<file path="src/rtl/logic_gate_pkg.sv">
// Shared op encoding for the bitwise logic unit and its pipelined wrapper.
package logic_gate_pkg;
  localparam int OP_W = 3;

  localparam logic [OP_W-1:0] OP_NOR  = 3'd0;
  localparam logic [OP_W-1:0] OP_OR   = 3'd1;
  localparam logic [OP_W-1:0] OP_AND  = 3'd2;
  localparam logic [OP_W-1:0] OP_NAND = 3'd3;
  localparam logic [OP_W-1:0] OP_XOR  = 3'd4;
  localparam logic [OP_W-1:0] OP_XNOR = 3'd5;
  localparam logic [OP_W-1:0] OP_NOTA = 3'd6;
  localparam logic [OP_W-1:0] OP_ILL  = 3'd7;

  function automatic logic is_legal_op(input logic [OP_W-1:0] op);
    return op != OP_ILL;
  endfunction
endpackage

</file>
<file path="src/rtl/logic_gate_core.sv">
// Combinational bitwise two-input logic unit; also used standalone.
module logic_gate_core
  import logic_gate_pkg::*;
#(
  parameter int WIDTH = 8
) (
  input  logic [WIDTH-1:0] a_i,
  input  logic [WIDTH-1:0] b_i,
  input  logic [OP_W-1:0]  op_i,
  output logic [WIDTH-1:0] y_o,
  output logic             op_err_o
);
  always_comb begin
    y_o      = '0;
    op_err_o = !is_legal_op(op_i);
    case (op_i)
      OP_NOR:  y_o = ~(a_i | b_i);
      OP_OR:   y_o = a_i | b_i;
      OP_AND:  y_o = a_i & b_i;
      OP_NAND: y_o = ~(a_i & b_i);
      OP_XOR:  y_o = a_i ^ b_i;
      OP_XNOR: y_o = ~(a_i ^ b_i);
      OP_NOTA: y_o = ~a_i;
      default: y_o = '0;
    endcase
  end
endmodule

</file>
<file path="src/rtl/logic_gate_pipe.sv">
// Two-stage valid/ready pipeline around logic_gate_core: S1 holds operands,
// S2 holds the registered result, flags and drives the output handshake.
module logic_gate_pipe
  import logic_gate_pkg::*;
#(
  parameter int WIDTH = 8,
  parameter int CNT_W = 16
) (
  input  logic             clk,
  input  logic             rst_n,
  input  logic             in_valid,
  output logic             in_ready,
  input  logic [WIDTH-1:0] a,
  input  logic [WIDTH-1:0] b,
  input  logic [OP_W-1:0]  op,
  output logic             out_valid,
  input  logic             out_ready,
  output logic [WIDTH-1:0] y,
  output logic             y_zero,
  output logic             op_err,
  output logic [CNT_W-1:0] xfer_cnt
);
  localparam logic [CNT_W-1:0] CNT_MAX = {CNT_W{1'b1}};

  logic             s1_vld_q, s2_vld_q;
  logic [WIDTH-1:0] a_q, b_q, y_q;
  logic [OP_W-1:0]  op_q;
  logic             zero_q, err_q;
  logic [CNT_W-1:0] cnt_q, cnt_d;
  logic [WIDTH-1:0] core_y;
  logic             core_err;
  logic             s1_adv, s2_adv;

  // A stage may load when it is empty or its content moves on this edge.
  assign s2_adv   = !s2_vld_q || out_ready;
  assign s1_adv   = !s1_vld_q || s2_adv;
  assign in_ready = s1_adv;

  logic_gate_core #(.WIDTH(WIDTH)) u_core (
    .a_i      (a_q),
    .b_i      (b_q),
    .op_i     (op_q),
    .y_o      (core_y),
    .op_err_o (core_err)
  );

  always_ff @(posedge clk or negedge rst_n) begin
    if (!rst_n) begin
      s1_vld_q <= 1'b0;
      a_q      <= '0;
      b_q      <= '0;
      op_q     <= '0;
    end else if (s1_adv) begin
      s1_vld_q <= in_valid;
      if (in_valid) begin
        a_q  <= a;
        b_q  <= b;
        op_q <= op;
      end
    end
  end

  always_ff @(posedge clk or negedge rst_n) begin
    if (!rst_n) begin
      s2_vld_q <= 1'b0;
      y_q      <= '0;
      zero_q   <= 1'b1;
      err_q    <= 1'b0;
    end else if (s2_adv) begin
      s2_vld_q <= s1_vld_q;
      if (s1_vld_q) begin
        y_q    <= core_y;
        zero_q <= (core_y == '0);
        err_q  <= core_err;
      end
    end
  end

  always_comb begin
    cnt_d = cnt_q;
    if (s2_vld_q && out_ready && cnt_q != CNT_MAX) cnt_d = cnt_q + 1'b1;
  end

  always_ff @(posedge clk or negedge rst_n) begin
    if (!rst_n) cnt_q <= '0;
    else        cnt_q <= cnt_d;
  end

  assign out_valid = s2_vld_q;
  assign y         = y_q;
  assign y_zero    = zero_q;
  assign op_err    = err_q;
  assign xfer_cnt  = cnt_q;
endmodule

</file>
<file path="config.mk">
export PLATFORM = sky130hd
export DESIGN_NAME = logic_gate_pipe
export DESIGN_NICKNAME = d
export VERILOG_FILES = /design/src/rtl/logic_gate_pkg.sv /design/src/rtl/logic_gate_core.sv /design/src/rtl/logic_gate_pipe.sv
export SDC_FILE = /design/constraint.sdc
export NUM_CORES = 1
export LEC_CHECK = 0
export ABC_AREA = 1
export CAP_MARGIN = 5
export CELL_PAD_IN_SITES_DETAIL_PLACEMENT = 1
export CELL_PAD_IN_SITES_GLOBAL_PLACEMENT = 2
export CORE_MARGIN = 2
export CORE_UTILIZATION = 27
export CTS_CLUSTER_DIAMETER = 50
export CTS_CLUSTER_SIZE = 10
export DETAILED_ROUTE_END_ITERATION = 12
export PLACE_DENSITY = 0.83
export SYNTH_ARGS = -nofsm -noshare
export SYNTH_HDL_FRONTEND = slang
export SYNTH_SLANG_ARGS = --single-unit
</file>
<file path="constraint.sdc">
create_clock -name clk -period 1.5 [get_ports clk]
set_input_delay 0.3 -clock clk [delete_from_list [all_inputs] [get_ports clk]]
set_output_delay 0.3 -clock clk [all_outputs]
set_load 0.01 [all_outputs]
</file>
## After elaboration in Yosys (flattened, before gate mapping)

Cells that the tools add are included.

| storage, ports and cells | value |
|---|---|
| register bits after elaboration | 47 |
| latch bits | 0 |
| memory bits (writable) | 0 |
| ROM bits | 0 |
| output and inout port bits | 28 |
| memories kept | 0 |

| cells by class | value |
|---|---|
| $add $sub $neg | 1 |
| multiply operators | 0 |
| divide/modulo/power cells | 0 |
| $lt $le $gt $ge | 0 |
| equal/unequal tests | 8 |
| shifts and indexed selects | 0 |
| mux-type cells | 1 |
| bitwise operators | 7 |
| reduce and logical (&&, ||, !) cells | 11 |

Operator list:

| kind | number |
|---|---|
| $pmux W8 S7 | 1 |
| $not A8 Y8 | 4 |
| $add A16 B1 Y16 const B | 1 |
| $ne A16 B16 Y1 const B | 1 |
| $eq A3 B3 Y1 const B | 3 |
| $and A8 B8 Y8 | 1 |
| $logic_not A8 Y1 | 1 |
| $or A8 B8 Y8 | 1 |
| $xor A8 B8 Y8 | 1 |
| $eq A3 B2 Y1 const B | 2 |
| $reduce_and A2 Y1 | 2 |
| $eq A3 B1 Y1 const B | 1 |
| $logic_not A1 Y1 | 3 |
| $logic_not A3 Y1 | 1 |
| $ne A3 B3 Y1 const B | 1 |
| $logic_and A1 B1 Y1 | 2 |
| $logic_or A1 B1 Y1 | 2 |

## Logic depth before layout (Yosys ltp)

| depth | value |
|---|---|
| depth in word-level cells | 4 |
| mapped depth | 12 |

## By module

Synthesis repeated with hierarchy kept, for this count alone.

| unflattened totals | value |
|---|---|
| cells, all modules | 410 |
| area total of the unflattened synthesis | 3153.0 um^2 |

By module, submodules not included:

| module | instances | cells each | area an instance (um^2) | sequential area each (um^2) |
|---|---|---|---|---|
| logic_gate_pipe | 1 | 234 | 2228.4 | 1177.4 |
| logic_gate_core | 1 | 176 | 924.6 | 0.0 |

## Least setup slack after synthesis

Ideal clock, no wire load.

| timing path | value |
|---|---|
| path type | flip-flop to flip-flop |
| from | register cnt_q[0] (netlist: xfer_cnt[0]) |
| to | register cnt_q[3] (netlist: xfer_cnt[3]) |
| data arrival time | 1.385 ns |
| data required time | 1.370 ns |
| setup slack | -0.015 ns |
| cell stages (with the launch flop) | 9 |
| buffers on the path | 1 |
| path through | dfrtp_1 -> ha_1 -> nand3_1 -> nor2_1 -> nand3_1 -> nand2_1 -> buf_2 -> nor2_1 -> xor2_1 |

| on the way | value |
|---|---|
| cells in the longest elaborated chain, start to end | 2 |
| elaborated cells between the ends (all ways) | 3 |
| classes of those cells | add/sub: 1; eq/ne: 1; reduce/logical: 1 |

RTL lines:

| what | line | text |
|---|---|---|
| start: declaration | logic_gate_pipe.sv:29 | `logic [CNT_W-1:0] cnt_q, cnt_d;` |
| start signal: assignment | logic_gate_pipe.sv:86 | `else cnt_q <= cnt_d;` |
| branches (longest 2 deep; another with $add A16 B1 Y16) | - |  |

Parallel ways; which one is timed is not known.
A chain may end at the register's enable or synchronous reset.

## Worst setup path in the final report

| timing path | value |
|---|---|
| from | register op_q[2] |
| to | register zero_q (netlist: y_zero) |

| on the way | value |
|---|---|
| cells in the longest elaborated chain, start to end | 3 |
| elaborated cells between the ends (all ways) | 9 |
| classes of those cells | eq/ne: 6; mux: 1; reduce/logical: 2 |

RTL lines:

| what | line | text |
|---|---|---|
| start: declaration | logic_gate_pipe.sv:27 | `logic [OP_W-1:0] op_q;` |
| start signal: assignment | logic_gate_pipe.sv:58 | `op_q <= op;` |
| $eq A3 B3 Y1, or another cell as far along | logic_gate_core.sv:16 | `case (op_i)` |
| $pmux W8 S7 * | logic_gate_core.sv:16 |  |
| $logic_not A8 Y1 * | logic_gate_pipe.sv:73 | `zero_q <= (core_y == '0);` |
| end signal: assignment | logic_gate_pipe.sv:73 |  |
| end: declaration | logic_gate_pipe.sv:28 | `logic zero_q, err_q;` |

Every way passes the cells marked *; elsewhere a longest branch is shown, timed or not.

==> impl_metrics.yaml <==
global_route:
  grt_usage: 0.167
  grt_first_pass_wirelength_um: 14900
  grt_pass1_vias: 3025
  overflow: 0
  antenna_found_initial: 0
  grt_max_degree: 48
routing:
  finalWirelength_um: 9580
  met1_length_um: 4140
  firstDrtPassIters: 4
  met2_length_um: 5030
  vias: 2883
  detail-route-antenna-nets: 0
  drc: 0
  drt_iter0_drc: 95
  wl_met3_um: 262
  via_per_inst: 4.53
  top_layer: "met4"
  wl_per_cell_um: 15.1
placement:
  dpl_cell_area_sq_mm: 0.00379
  portBuffers: 50
  place_congestion: 0.816
  hpwl_um: 6050
floorplanning:
  num_rows: 36
  coreArea_sq_mm: 0.00986
  initial_utilization: 0.280
  io_pins: 51
  dieHeight_um: 105
  die_w_um: 105
  die_area_sq_mm: 0.0111
synthesis:
  yosysTopAreaCell: "dfrtp_1"
  syn_inst: 371
  synth-warning-count: 0
  synth_area_leaders: "dfrtp_1, nand2_1, nor2_1"
  synthFlopType: "dfrtp_1"
  seq_area_frac_synth: 0.426
  synth_edf_count: 0
  ys_types: 24
  async_flop_share: 1.00
  ys_ff_latch: 47
  yosysTopAreaCellShare: 0.417
  synthesis.area_sq_mm: 0.00276
  syn_nets: 411
  avgSynthCellArea_sq_um: 7.44
timing:
  finalMaxSlewViolations: 0
  post-route-period-util: 1.03
  rsz0062_at_grt: "true"
  relSlewSlack: 0.801
  setup_ws_ps: -41.4
  fmax_mhz: 649
  period_needed_ps: 1540
  final-hold-violation-count: 0
  clock_skew_ps: 16.7
  finalSetupViolations: 2
  worstMarginPinSlew_ps: 298
min_path:
  hold_class: "reg -> reg"
  worstHoldEndpoint: "y_zero"
  min_from: "y_zero"
  min_path_cells: 2
clock_tree:
  h-tree-depth: 2
  clkLatencyLatePin_ps: 310
  clockBufferDepth: 2
  cts_tree: "built"
  cts-buffers-inserted: 5
  root_buffer: "clkbuf_8"
  cts.sinks: 47
  path_clk_slew_ps: 90
cells_and_area:
  final_area_sq_mm: 0.00449
  final_core_util: 0.455
  nets: 542
  area_growth_pct: 62.5
  fill_cells: 1181
  drive_gt1_frac: 0.334
  multi_input_area_sq_mm: 0.00161
  regArea_sq_mm: 0.00118
  antenna_cells: 0
pwr:
  power_frac_comb: 0.438
  p_clk_frac: 0.220
  ir_drop_uv: 532
  p_total_mw: 5.18
  power_frac_seq: 0.342
  p_switching_mw: 1.86
  internal_power_mw: 3.31
  p_leak_nw: 2.28
  power.density_mw_per_mm2: 1150
  p_sw_frac: 0.360
worst_setup_path:
  end_kind: "flip-flop"
  r2r_slack_ps: -40
  critPathRequiredTime_ps: 1740
  crit_arrival_ps: 1790
  criticalPathCategory: "reg -> reg"
  rr_worst_depth: 9
  timing.rr.end: "y_zero"
  start_kind: "flip-flop"
  path_max_fanout: 7
  r2r_start: "op_q[2]"
run_status:
  violations: "negative setup slack"
  outcome: "complete, but fails checks"
flow_run:
  cap_violations: 0
[final cells by class]
| cell class | instances | share of cell area |
|---|---|---|
| clock buffers | 5 | 0.0153 |
| inverters | 51 | 0.0438 |
| repair buffers | 135 | 0.265 |
| well taps | 133 | 0.0371 |
| flip-flops and latches | 47 | 0.264 |
| clock inverters | 3 | 0.0151 |
| multi-input cells | 262 | 0.360 |
[sequential cells by signal (all words and copies together) (netlist names)]
register / count
a_q: 8
b_q: 8
op_err: 1
op_q: 3
out_valid: 1
s1_vld_q: 1
xfer_cnt: 16
y: 8
y_zero: 1
[cells by family after synthesis]
kind of cell,synth area share
compound gates,0.0553
simple gates,0.303
xor+xnor,0.0476
fa+ha+maj,0.0770
flops,0.426
buf+inv,0.0906
[synthesized netlist by cell type (5+ instances only)]
master	instances
nand2_1	83
nor3_1	5
nand3_1	29
ha_1	17
inv_1	48
buf_2	5
o21ai_0	8
a21oi_1	20
nand4_1	8
dfrtp_1	46
xnor2_1	5
nor2_1	70
xor2_1	10
[power by group through the flow]
| stage | Combinational (mW) | Sequential [mW] | Clock (mW) |
|---|---|---|---|
| floorplan | 0.742 | 1.82 | 0 |
| global placement | 1.76 | 1.75 | 0 |
| detailed placement | 1.84 | 1.76 | 0 |
| CTS | 1.93 | 1.73 | 1.16 |
| global route | 2.48 | 1.81 | 1.22 |
| finish | 2.27 | 1.77 | 1.14 |
[cell usage in the layout (no fill, tap or decap), types with 15 or more instances in the layout]
cell type and count:
nand2_1 66, ha_1 15, dfrtp_1 41, nand3_1 20, dlygate4sd2_1 25, a21oi_1 20, inv_1 41, nor2_1 47
buf_4 69, clkdlybuf4s50_1 21
[metrics by stage]
| step | cells | setup TNS [ps] | hold WS [ps] | setup slack, ps |
|---|---|---|---|---|
| final | 636 | -71.6 | 482 | -41.4 |
| after global routing | 636 | -1250 | 512 | -139 |
| after CTS | 622 | -52.9 | 484 | -52.9 |
| after detailed placement | 597 | -6020 | 315 | -268 |
| after global placement | 597 | -4030 | 306 | -241 |
| after floorplan | 371 | 0 | 4.41 | 22.8 |
[per-layer routing]
metal  GRT usage  up-vias
met5           0        -
met4      0.0457        0
met3      0.0193       13
met2       0.300       45
met1       0.211     1411
li1            -     1414
[worst max path at each step]
stage,start,end,slack (ps),cells after the start
final,op_q[2],y_zero,-40,9
after global routing,op_q[1],y_zero,-140,11
after CTS,op_q[1],y_zero,-50,12
after detailed placement,out_ready,in_ready,-270,4
after global placement,out_ready,in_ready,-240,4
after floorplan,xfer_cnt[0],xfer_cnt[4],20,8
[critical path: stages (launching register included)]
cell and delay (ps):
dfrtp_2 560, inv_4 100, clkbuf_16 170, nand3_1 90
nand3_1 140, nor2_4 150, nand2_1 60, nor2_1 110
nand2_1 60, nand2_1 60
[what timing repair did]
item | in CTS | in global routing
setup endpoints to repair | 48 | 24
hold buffers | 1 | 0
pin swaps | 13 | 37
buffers inserted | 16 | 14
cloned | 0 | 1
resized for setup | 58 | 74
hold endpoints to repair | 46 | 0
Note: power is estimated with default switching activity, not from simulation.
